## config.mk

```make
export PLATFORM = sky130hd
export DESIGN_NAME = misr_signature_unit
export DESIGN_NICKNAME = d
export VERILOG_FILES = /design/src/rtl/misr_pkg.sv /design/src/rtl/misr_step.sv /design/src/rtl/misr_signature_unit.sv
export SDC_FILE = /design/constraint.sdc
export NUM_CORES = 1
export LEC_CHECK = 0
export BUFFER_PORTS_ARGS = -buffer_cell sky130_fd_sc_hd__buf_2
export CORE_UTILIZATION = 35
export DETAILED_ROUTE_END_ITERATION = 12
export PLACE_DENSITY_LB_ADDON = 0.25
export SLEW_MARGIN = 20
export SYNTH_ARGS = -nofsm -noshare
export SYNTH_HDL_FRONTEND = slang
export SYNTH_SLANG_ARGS = --single-unit
export TNS_END_PERCENT = 50
```

## constraint.sdc

```tcl
create_clock -name CK -period 6.55 [get_ports CK]
set_input_delay 0.3275 -clock CK [delete_from_list [all_inputs] [get_ports CK]]
set_output_delay 0.3275 -clock CK [all_outputs]
set_load 0.01 [all_outputs]
```

## src/rtl/misr_pkg.sv

```systemverilog
// Shared types and constants for the MISR signature unit.
package misr_pkg;

    typedef enum logic [1:0] {
        HOLD     = 2'b00,
        COMPRESS = 2'b01,
        SCAN     = 2'b10,
        LOAD     = 2'b11
    } mode_e;

    typedef enum logic [1:0] {
        IDLE,
        COMPACT,
        DONE
    } state_e;

    localparam logic [31:0] DEFAULT_POLY = 32'h0000_8409;

endpackage

```

## src/rtl/misr_step.sv

```systemverilog
// One MISR compression step: shift left, fold the MSB back through the taps, absorb din.
module misr_step
    import misr_pkg::*;
#(
    parameter int                 WIDTH = 32,
    parameter logic [WIDTH-1:0]   POLY  = WIDTH'(DEFAULT_POLY)
) (
    input  logic [WIDTH-1:0] sig,
    input  logic [WIDTH-1:0] din,
    output logic [WIDTH-1:0] next
);

    assign next = {sig[WIDTH-2:0], 1'b0} ^ din ^ (POLY & {WIDTH{sig[WIDTH-1]}});

endmodule

```

## src/rtl/misr_signature_unit.sv

```systemverilog
// MISR with a session controller: seeds, compresses a fixed number of beats,
// then reports the golden comparison; also supports scan shifting and seed loading.
module misr_signature_unit
    import misr_pkg::*;
#(
    parameter int               WIDTH = 32,
    parameter logic [WIDTH-1:0] POLY  = WIDTH'(DEFAULT_POLY),
    parameter int               CNT_W = 16
) (
    input  logic             CK,
    input  logic             RESET,
    input  logic             TM1,
    input  logic             TM0,
    input  logic             start,
    input  logic [WIDTH-1:0] din,
    input  logic             din_valid,
    input  logic [CNT_W-1:0] length,
    input  logic [WIDTH-1:0] seed,
    input  logic [WIDTH-1:0] golden,
    input  logic             scan_in,
    output logic             scan_out,
    output logic [WIDTH-1:0] signature,
    output logic             busy,
    output logic             done,
    output logic             pass
);

    state_e           state_q, state_d;
    logic [WIDTH-1:0] sig_q, sig_d;
    logic [CNT_W-1:0] cnt_q, cnt_d;
    logic [CNT_W-1:0] len_q, len_d;
    logic             pass_q, pass_d;

    mode_e            mode;
    logic [WIDTH-1:0] stepNext;
    logic [CNT_W-1:0] cntInc;

    assign mode   = mode_e'({TM1, TM0});
    assign cntInc = cnt_q + CNT_W'(1);

    misr_step #(
        .WIDTH (WIDTH),
        .POLY  (POLY)
    ) u_step (
        .sig  (sig_q),
        .din  (din),
        .next (stepNext)
    );

    always_ff @(posedge CK) begin
        if (RESET) begin
            state_q <= IDLE;
            sig_q   <= '0;
            cnt_q   <= '0;
            len_q   <= '0;
            pass_q  <= 1'b0;
        end else begin
            state_q <= state_d;
            sig_q   <= sig_d;
            cnt_q   <= cnt_d;
            len_q   <= len_d;
            pass_q  <= pass_d;
        end
    end

    // Any mode other than COMPRESS ends a running session; LOAD and SCAN also leave DONE.
    always_comb begin
        state_d = state_q;
        sig_d   = sig_q;
        cnt_d   = cnt_q;
        len_d   = len_q;
        pass_d  = pass_q;
        case (mode)
            LOAD: begin
                sig_d   = seed;
                state_d = IDLE;
                pass_d  = 1'b0;
            end
            SCAN: begin
                state_d = IDLE;
                pass_d  = 1'b0;
                if (state_q != COMPACT) begin
                    sig_d = {sig_q[WIDTH-2:0], scan_in};
                end
            end
            HOLD: begin
                if (state_q == COMPACT) begin
                    state_d = IDLE;
                    pass_d  = 1'b0;
                end
            end
            COMPRESS: begin
                if (state_q == COMPACT) begin
                    if (din_valid) begin
                        sig_d = stepNext;
                        cnt_d = cntInc;
                        if (cntInc == len_q) begin
                            state_d = DONE;
                            pass_d  = (stepNext == golden);
                        end
                    end
                end else if (start) begin
                    sig_d = seed;
                    cnt_d = '0;
                    len_d = length;
                    if (length == '0) begin
                        state_d = DONE;
                        pass_d  = (seed == golden);
                    end else begin
                        state_d = COMPACT;
                        pass_d  = 1'b0;
                    end
                end
            end
            default: begin
                state_d = state_q;
            end
        endcase
    end

    assign signature = sig_q;
    assign scan_out  = sig_q[WIDTH-1];
    assign busy      = (state_q == COMPACT);
    assign done      = (state_q == DONE);
    assign pass      = pass_q;

endmodule
```

==> results.md, run 1 <==
- Status: finished, final reports clean
- Crit. End Element: flip-flop
- Rows: 44
- #FFs+latches synth: between 60 and 70
- Initial DRT Pass Iterations: 5
- CORE AREA: around 0.015 mm^2
- Postcts setup bufs: 0
- CTS Buf Count: 9
- Hold slack: 0.230 ns
- Synth top area share: between 20% and 30%
- Largest stage delay on the critical path: approximately 0.56 ns
- PortBufs: 154
- Hold-fix buffers, CTS: 0
- Tcrit/Tclk final: between 40% and 50%
- Slowest stage cell, crit path: nand2b_1
- RD Place Congestion: 0.881
- Buf+Inv Stages, Crit Path: 2
- Final hold vios: 0
- Synth Flop Type: dfxtp_1
- Initial antenna violation count: 0
- Peak VDD IR: ~0.12 mV
- Slew Viols, Final: 0
- GR Util All Layers: 21.8%
- Most frequent cells after synthesis: nor2_1 (100), xnor2_1 (90), a21oi_1 (79)
- Power Total: about 0.0013 W
- Layout cells sized above 1: a little under a quarter
- Clock root cell: clkbuf_16
- Yosys top cell by area: dfxtp_1
- Leak Pwr: around 2.9 nW
- Worst Path Max Fanout: 22
- Setup TNS: 0 ns
- Unique cell type count in the Yosys netlist: 55
- Max_cap viols: 0
- Drc violations: 0
- First-pass GRT wire length: between 20000 and 30000 um
- Final nets: between 900 and 1000
- Max transition margin: between 20% and 30%
- Synth Warn #: 0
- Dpl ws: just over 3 ns
- Critical path cell sequence: nand2b_1 > buf_4 > inv_2 > nand3_1 > and2_1 > o21ai_0 > o31a_1 > nor2_1
- Total number of vias: 5397
- DIE WIDTH: between 100 and 150 um
- Avg Cell Area, Syn: 7.74 um^2
- Initial DRC count: a little over 500
- Via density: approximately 5.3
- Cell Area, Synth: about 0.0054 mm^2
- Final wirelength: roughly 17000 um
- Area grow syn2layout: 21.4%
- Antenna Cells: 0
- Largest delay share family, worst path: simple AND/OR/NAND/NOR gates
- Hold WC Path Type: input port to flip-flop
- Mapped Cells: around 700
- Post-CTS resize count: 0
- RSZ-0062 raised after global routing: no
- Hpwl dp: ~12000 um
- TritonCTS clock tree: done
- Worst-Skew Late Latency: 0.35 ns
- Asr flop ratio synth: 0%
- # clock sinks: 67
- Register clock-pin slew on the reported worst setup and hold paths: ~0.060 ns
- WP data arrival: around 3.3 ns
- Filler instances: ~1500
- H-Tree Depth: 3
- Pwr Density: around 200 mW/mm^2
- Syn_nets: approximately 820
- Setup WS post-layout: 3.43 ns
- Fmax: 0.321 GHz
- Routed Antenna Nets: 0
- # IOs: 155
- Die Y: around 130 um
- Max clock buf depth: 2
- Max Clock Skew: about 0.0054 ns
- Startpoint Class: flip-flop
- Seq/Total Area, Yosys: 24.9%
- Initial core utilization: a little over a third
- Worst Max-Slew Pin Slew: 1.06 ns
- Count leader, synth: nor2_1
- Min Tclk post-route: around 3.1 ns
- Post-synth EDFFs: 0
- Top post-synthesis cells by area: dfxtp_1 (25%), xnor2_1 (15%), xnor3_1 (8.4%)
- WL per Instance: 16.8 um
- Vias in the first global route: 4932
- Layout Utilization: between 40% and 50%
- CP Class: flip-flop to flip-flop
- Gr ovfl total: 0
- Die area: approximately 0.016 mm^2
- Pin count of the biggest net entering global routing: just under 70
- Final Setup Violations: 0
- Worst Path Required: just under 7 ns
## path summary, 6_finish.rpt
path                           start  slack (ns)                 endpoint  cells past startpoint
max          state_q[1]$_SDFFE_PP0P_        3.43    cnt_q[5]$_SDFFE_PP0P_                      8
min                        length[1]        0.23    len_q[1]$_SDFFE_PP0P_                      3
min reg2reg  state_q[1]$_SDFFE_PP0P_        0.49  state_q[1]$_SDFFE_PP0P_                      2
max reg2reg  state_q[1]$_SDFFE_PP0P_        3.43    cnt_q[5]$_SDFFE_PP0P_                      8
## cells in the final DEF, fill, tap and decap left out, types with 3 or more instances in the layout
master      netlist  routed
nand2_1          76      76
buf_2             3     154
nand4_4           3       3
o21ai_0          50      50
clkbuf_16         0       9
mux2i_1          16      16
nor3_1            3       3
nor3_2            3       3
nand4_1          14      14
nor2b_1           3       3
or3_1             5       5
xnor2_1          90      90
a21oi_1          79      79
a211oi_1         33      32
xnor3_1          20      20
xor2_1           11      11
and2_1            5       5
dfxtp_1          67      67
clkinvlp_4        0       4
clkinv_2          0       3
nand3_1          12      11
buf_4             1       5
nor4_1           11      11
nor2_1          100     100
and3_1            4       4
a22oi_1           3       3
inv_1             6       6
nor4_2            3       3
## flip-flops by register name (all words and copies together) (netlist names)
name,cells
signature,32
state_q,2
len_q,16
pass,1
cnt_q,16
## power by group
group / internal (W) / switching (W) / total (W)
registers: 0.000434 / 0.0000371 / 0.000471
logic: 0.000186 / 0.000206 / 0.000391
clock network: 0.000254 / 0.000195 / 0.000448
## metrics by stage
| stage | instances | cell area (um^2) |
|---|---|---|
| after floorplan | 696 | 5390 |
| final | 1010 | 6550 |
| after global placement | 994 | 6270 |
| after CTS | 1010 | 6540 |
| after global routing | 1010 | 6550 |
| after detailed placement | 994 | 6270 |
## cell families (layout without fill, tap and decap cells)
kind of cell             after synthesis  in the layout  share of synthesized area [%]
AO/OA/AOI/OAI                        181            181                           19.5
buffers and inverters                 52            182                           3.76
AND/OR/NAND/NOR                      255            255                           23.2
adder cells (fa/ha/maj)                4              4                          0.929
flip-flops                            67             67                           24.9
multiplexers                          16             16                           2.97
XOR/XNOR                             121            121                           24.8
## layer usage
metal / share of wire [%] / global-route usage (%) / up-vias
met4: 2.0 / 7.30 / 0
met3: 6.6 / 4.21 / 22
met1: 48 / 30.6 / 2477
met5: 0 / 0 / -
met2: 43 / 33.1 / 201
li1: - / - / 2697
## worst min-delay path, delay by kind of cell
family / cells / cell delay (ns)
buffers and inverters: 1 / 0.09
and+or+nand+nor: 1 / 0.07
muxes: 1 / 0.06
## cell type report
| class | count | area (um^2) | share of cell area [%] |
|---|---|---|---|
| well taps | 184 | 230 | 3.52 |
| clock buffers | 9 | 225 | 3.44 |
| clock inverters | 7 | 45.0 | 0.688 |
| repair buffers | 159 | 808 | 12.3 |
| inverters | 7 | 26.3 | 0.401 |
| multi-input cells | 577 | 3870 | 59.1 |
| flip-flops and latches | 67 | 1340 | 20.5 |
(Power assumes the default switching activity.)
==> inputs of run 2 (changes only) <==
Clock period 6.55 ns to 2.9 ns, I/O delays scaled along.
==> results.md, run 2 (synthesis results as in run 1) <==
- Filler instances: roughly 1500
- Final wirelength: between 15000 and 20000 um
- Max Clock Skew: approximately 0.0077 ns
- RD Place Congestion: between 0.8 and 0.9
- Reg2Reg Depth: 8
- Cell area after layout: approximately 0.0067 mm^2
- Die Y: between 100 and 150 um
- Total number of vias: 5400
- Slew Viols, Final: 0
- Fmax: ~0.38 GHz
- Most common cell after layout, fill and taps aside: buf_2
- CP Class: flip-flop to flip-flop
- Final nets: 955
- Startpoint Class: flip-flop
- Peak VDD IR: between 0.2 and 0.3 mV
- Slowest stage cell, crit path: dfxtp_1
- WL per Instance: between 15 and 20 um
- CTS Buf Count: 9
- Hold-fix buffers, CTS: 0
- Routed length on met3: 1320 um
- Initial antenna violation count: 0
- Largest delay share family, worst path: simple AND/OR/NAND/NOR gates
- Clock root cell: clkbuf_16
- Vias in the first global route: between 5000 and 6000
- Worst Path Required: between 3 and 4 ns
- Postcts setup bufs: 0
- Max clock buf depth: 2
- Initial DRC count: 380
- Uppermost layer routed: met4
- Initial core utilization: ~37%
- TritonCTS clock tree: done
- Wire length on met2: 7420 um
- Area of the multi-input gates: 0.00386 mm^2
- GR Util All Layers: between 20 and 25%
- Largest stage delay on the critical path: 0.47 ns
- Setup TNS: 0 ns
- Sequential cell area: 0.00134 mm^2
- Max FFs per register: 32
- Final Setup Violations: 0
- Met1 wire length: 8200 um
- Min Tclk post-route: roughly 2.6 ns
- Die area: 0.0159 mm^2
- Reg-to-Reg Start: cnt_q[0]$_SDFFE_PP0P_
- First-pass GRT wire length: 27400 um
- Hold WC Path Type: input port to flip-flop
- Antenna Cells: 0
- Capture point of the worst reg-to-reg path: state_q[1]$_SDFFE_PP0P_
- Routed Antenna Nets: 0
- Worst Max-Slew Pin Slew: 0.674 ns
- Drc violations: 0
- DIE WIDTH: 126 um
- Tcrit/Tclk final: approximately nine tenths
- Pwr Density: between 400 and 500 mW/mm^2
- Buf+Inv Stages, Crit Path: 0
- Worst-Skew Late Latency: between 0.3 and 0.4 ns
- Gr ovfl total: 0
- R2R setup slack: between 0.2 and 0.3 ns
- Most frequent cells in the layout: buf_2 (154), nor2_1 (100), xnor2_1 (90), a21oi_1 (79), nand2_1 (76)
- RSZ-0062 raised after global routing: no
- Initial DRT Pass Iterations: 5
- Hpwl dp: between 10000 and 15000 um
- Critical path cell sequence: ha_1 > nand3_2 > nor4_4 > xnor2_1 > nor4_2 > nand4_1 > a221o_1 > a21oi_2
- # IOs: ~160
- Status: finished, final reports clean
- PortBufs: 154
- Area grow syn2layout: 24.2%
- Worst Setup EP: state_q[1]$_SDFFE_PP0P_
- H-Tree Depth: 3
- Pin count of the biggest net entering global routing: 65
- Via density: 5.29
- Leak Pwr: about 3 nW
- CORE AREA: between 0.01 and 0.015 mm^2
- Layout cells sized above 1: between 20% and 30%
- Layout Utilization: a little under half
- Final hold vios: 0
- Worst Path Max Fanout: 7
- Register clock-pin slew on the reported worst setup and hold paths: around 0.06 ns
- Placed standard-cell area: around 0.0063 mm^2
- Crit. End Element: flip-flop
- Max_cap viols: 0
- WP data arrival: ~2.9 ns
- Rows: 44
- Post-CTS resize count: 0
- WP depth: 8
- Max transition margin: between 50% and 60%
- Crit path from: cnt_q[0]$_SDFFE_PP0P_
- # clock sinks: 67
[run 2: changes by cell type in the layout (fill, tap and decap cells not counted), moves of 2 or more]
cell	delta
buf_4	+11
bufinv_16	+3
clkbuf_1	+2
clkinv_2	-3
clkinvlp_4	-3
[run 2: report_power, final]
part           internal [W]  switching (W)
clock              0.000865       0.000441
sequential         0.000981      0.0000804
combinational      0.000427       0.000467
total               0.00227       0.000988
[run 2: how the worst min path moves through the flow]
stage / from / to / slack [ns] / depth (start not counted)
floorplan: length[0] / len_q[0]$_SDFFE_PP0P_ / 0.29 / 2
global placement: length[8] / len_q[8]$_SDFFE_PP0P_ / 0.40 / 3
detailed placement: length[8] / len_q[8]$_SDFFE_PP0P_ / 0.40 / 3
CTS: length[1] / len_q[1]$_SDFFE_PP0P_ / 0.04 / 3
global route: length[12] / len_q[12]$_SDFFE_PP0P_ / 0.07 / 3
finish: length[14] / len_q[14]$_SDFFE_PP0P_ / 0.05 / 3
[run 2: layer usage]
| layer | vias up | global-route usage (%) |
|---|---|---|
| li1 | 2713 | - |
| met1 | 2451 | 31.3 |
| met2 | 208 | 32.9 |
| met3 | 28 | 4.63 |
| met4 | 0 | 9.99 |
| met5 | - | 0 |
[run 2: through the flow]
stage                     hold slack, ns  total power, W  setup WS, ns  std cells
after detailed placement           0.402         0.00197         0.286       1005
after CTS                         0.0426         0.00328         0.273       1021
after global placement             0.396         0.00196         0.325       1005
after floorplan                    0.289         0.00163         0.525        696
final                             0.0526         0.00326         0.272       1021
after global routing              0.0709         0.00340        0.0858       1021
[run 2: worst register-to-register path: cells and delay by family, from the launching register on]
kind            cells  cell delay (ns)
simple gates        4             1.12
compound gates      2             0.52
flops               1             0.47
fa+ha+maj           1             0.32
xor+xnor            1             0.12
[run 2: layout make-up]
type | instances | area share [%]
clock inverters | 4 | 1.46
repair buffers | 170 | 13.3
inverters | 7 | 0.393
clock buffers | 12 | 3.68
well taps | 184 | 3.44
flip-flops and latches | 67 | 20.0
multi-input cells | 577 | 57.7
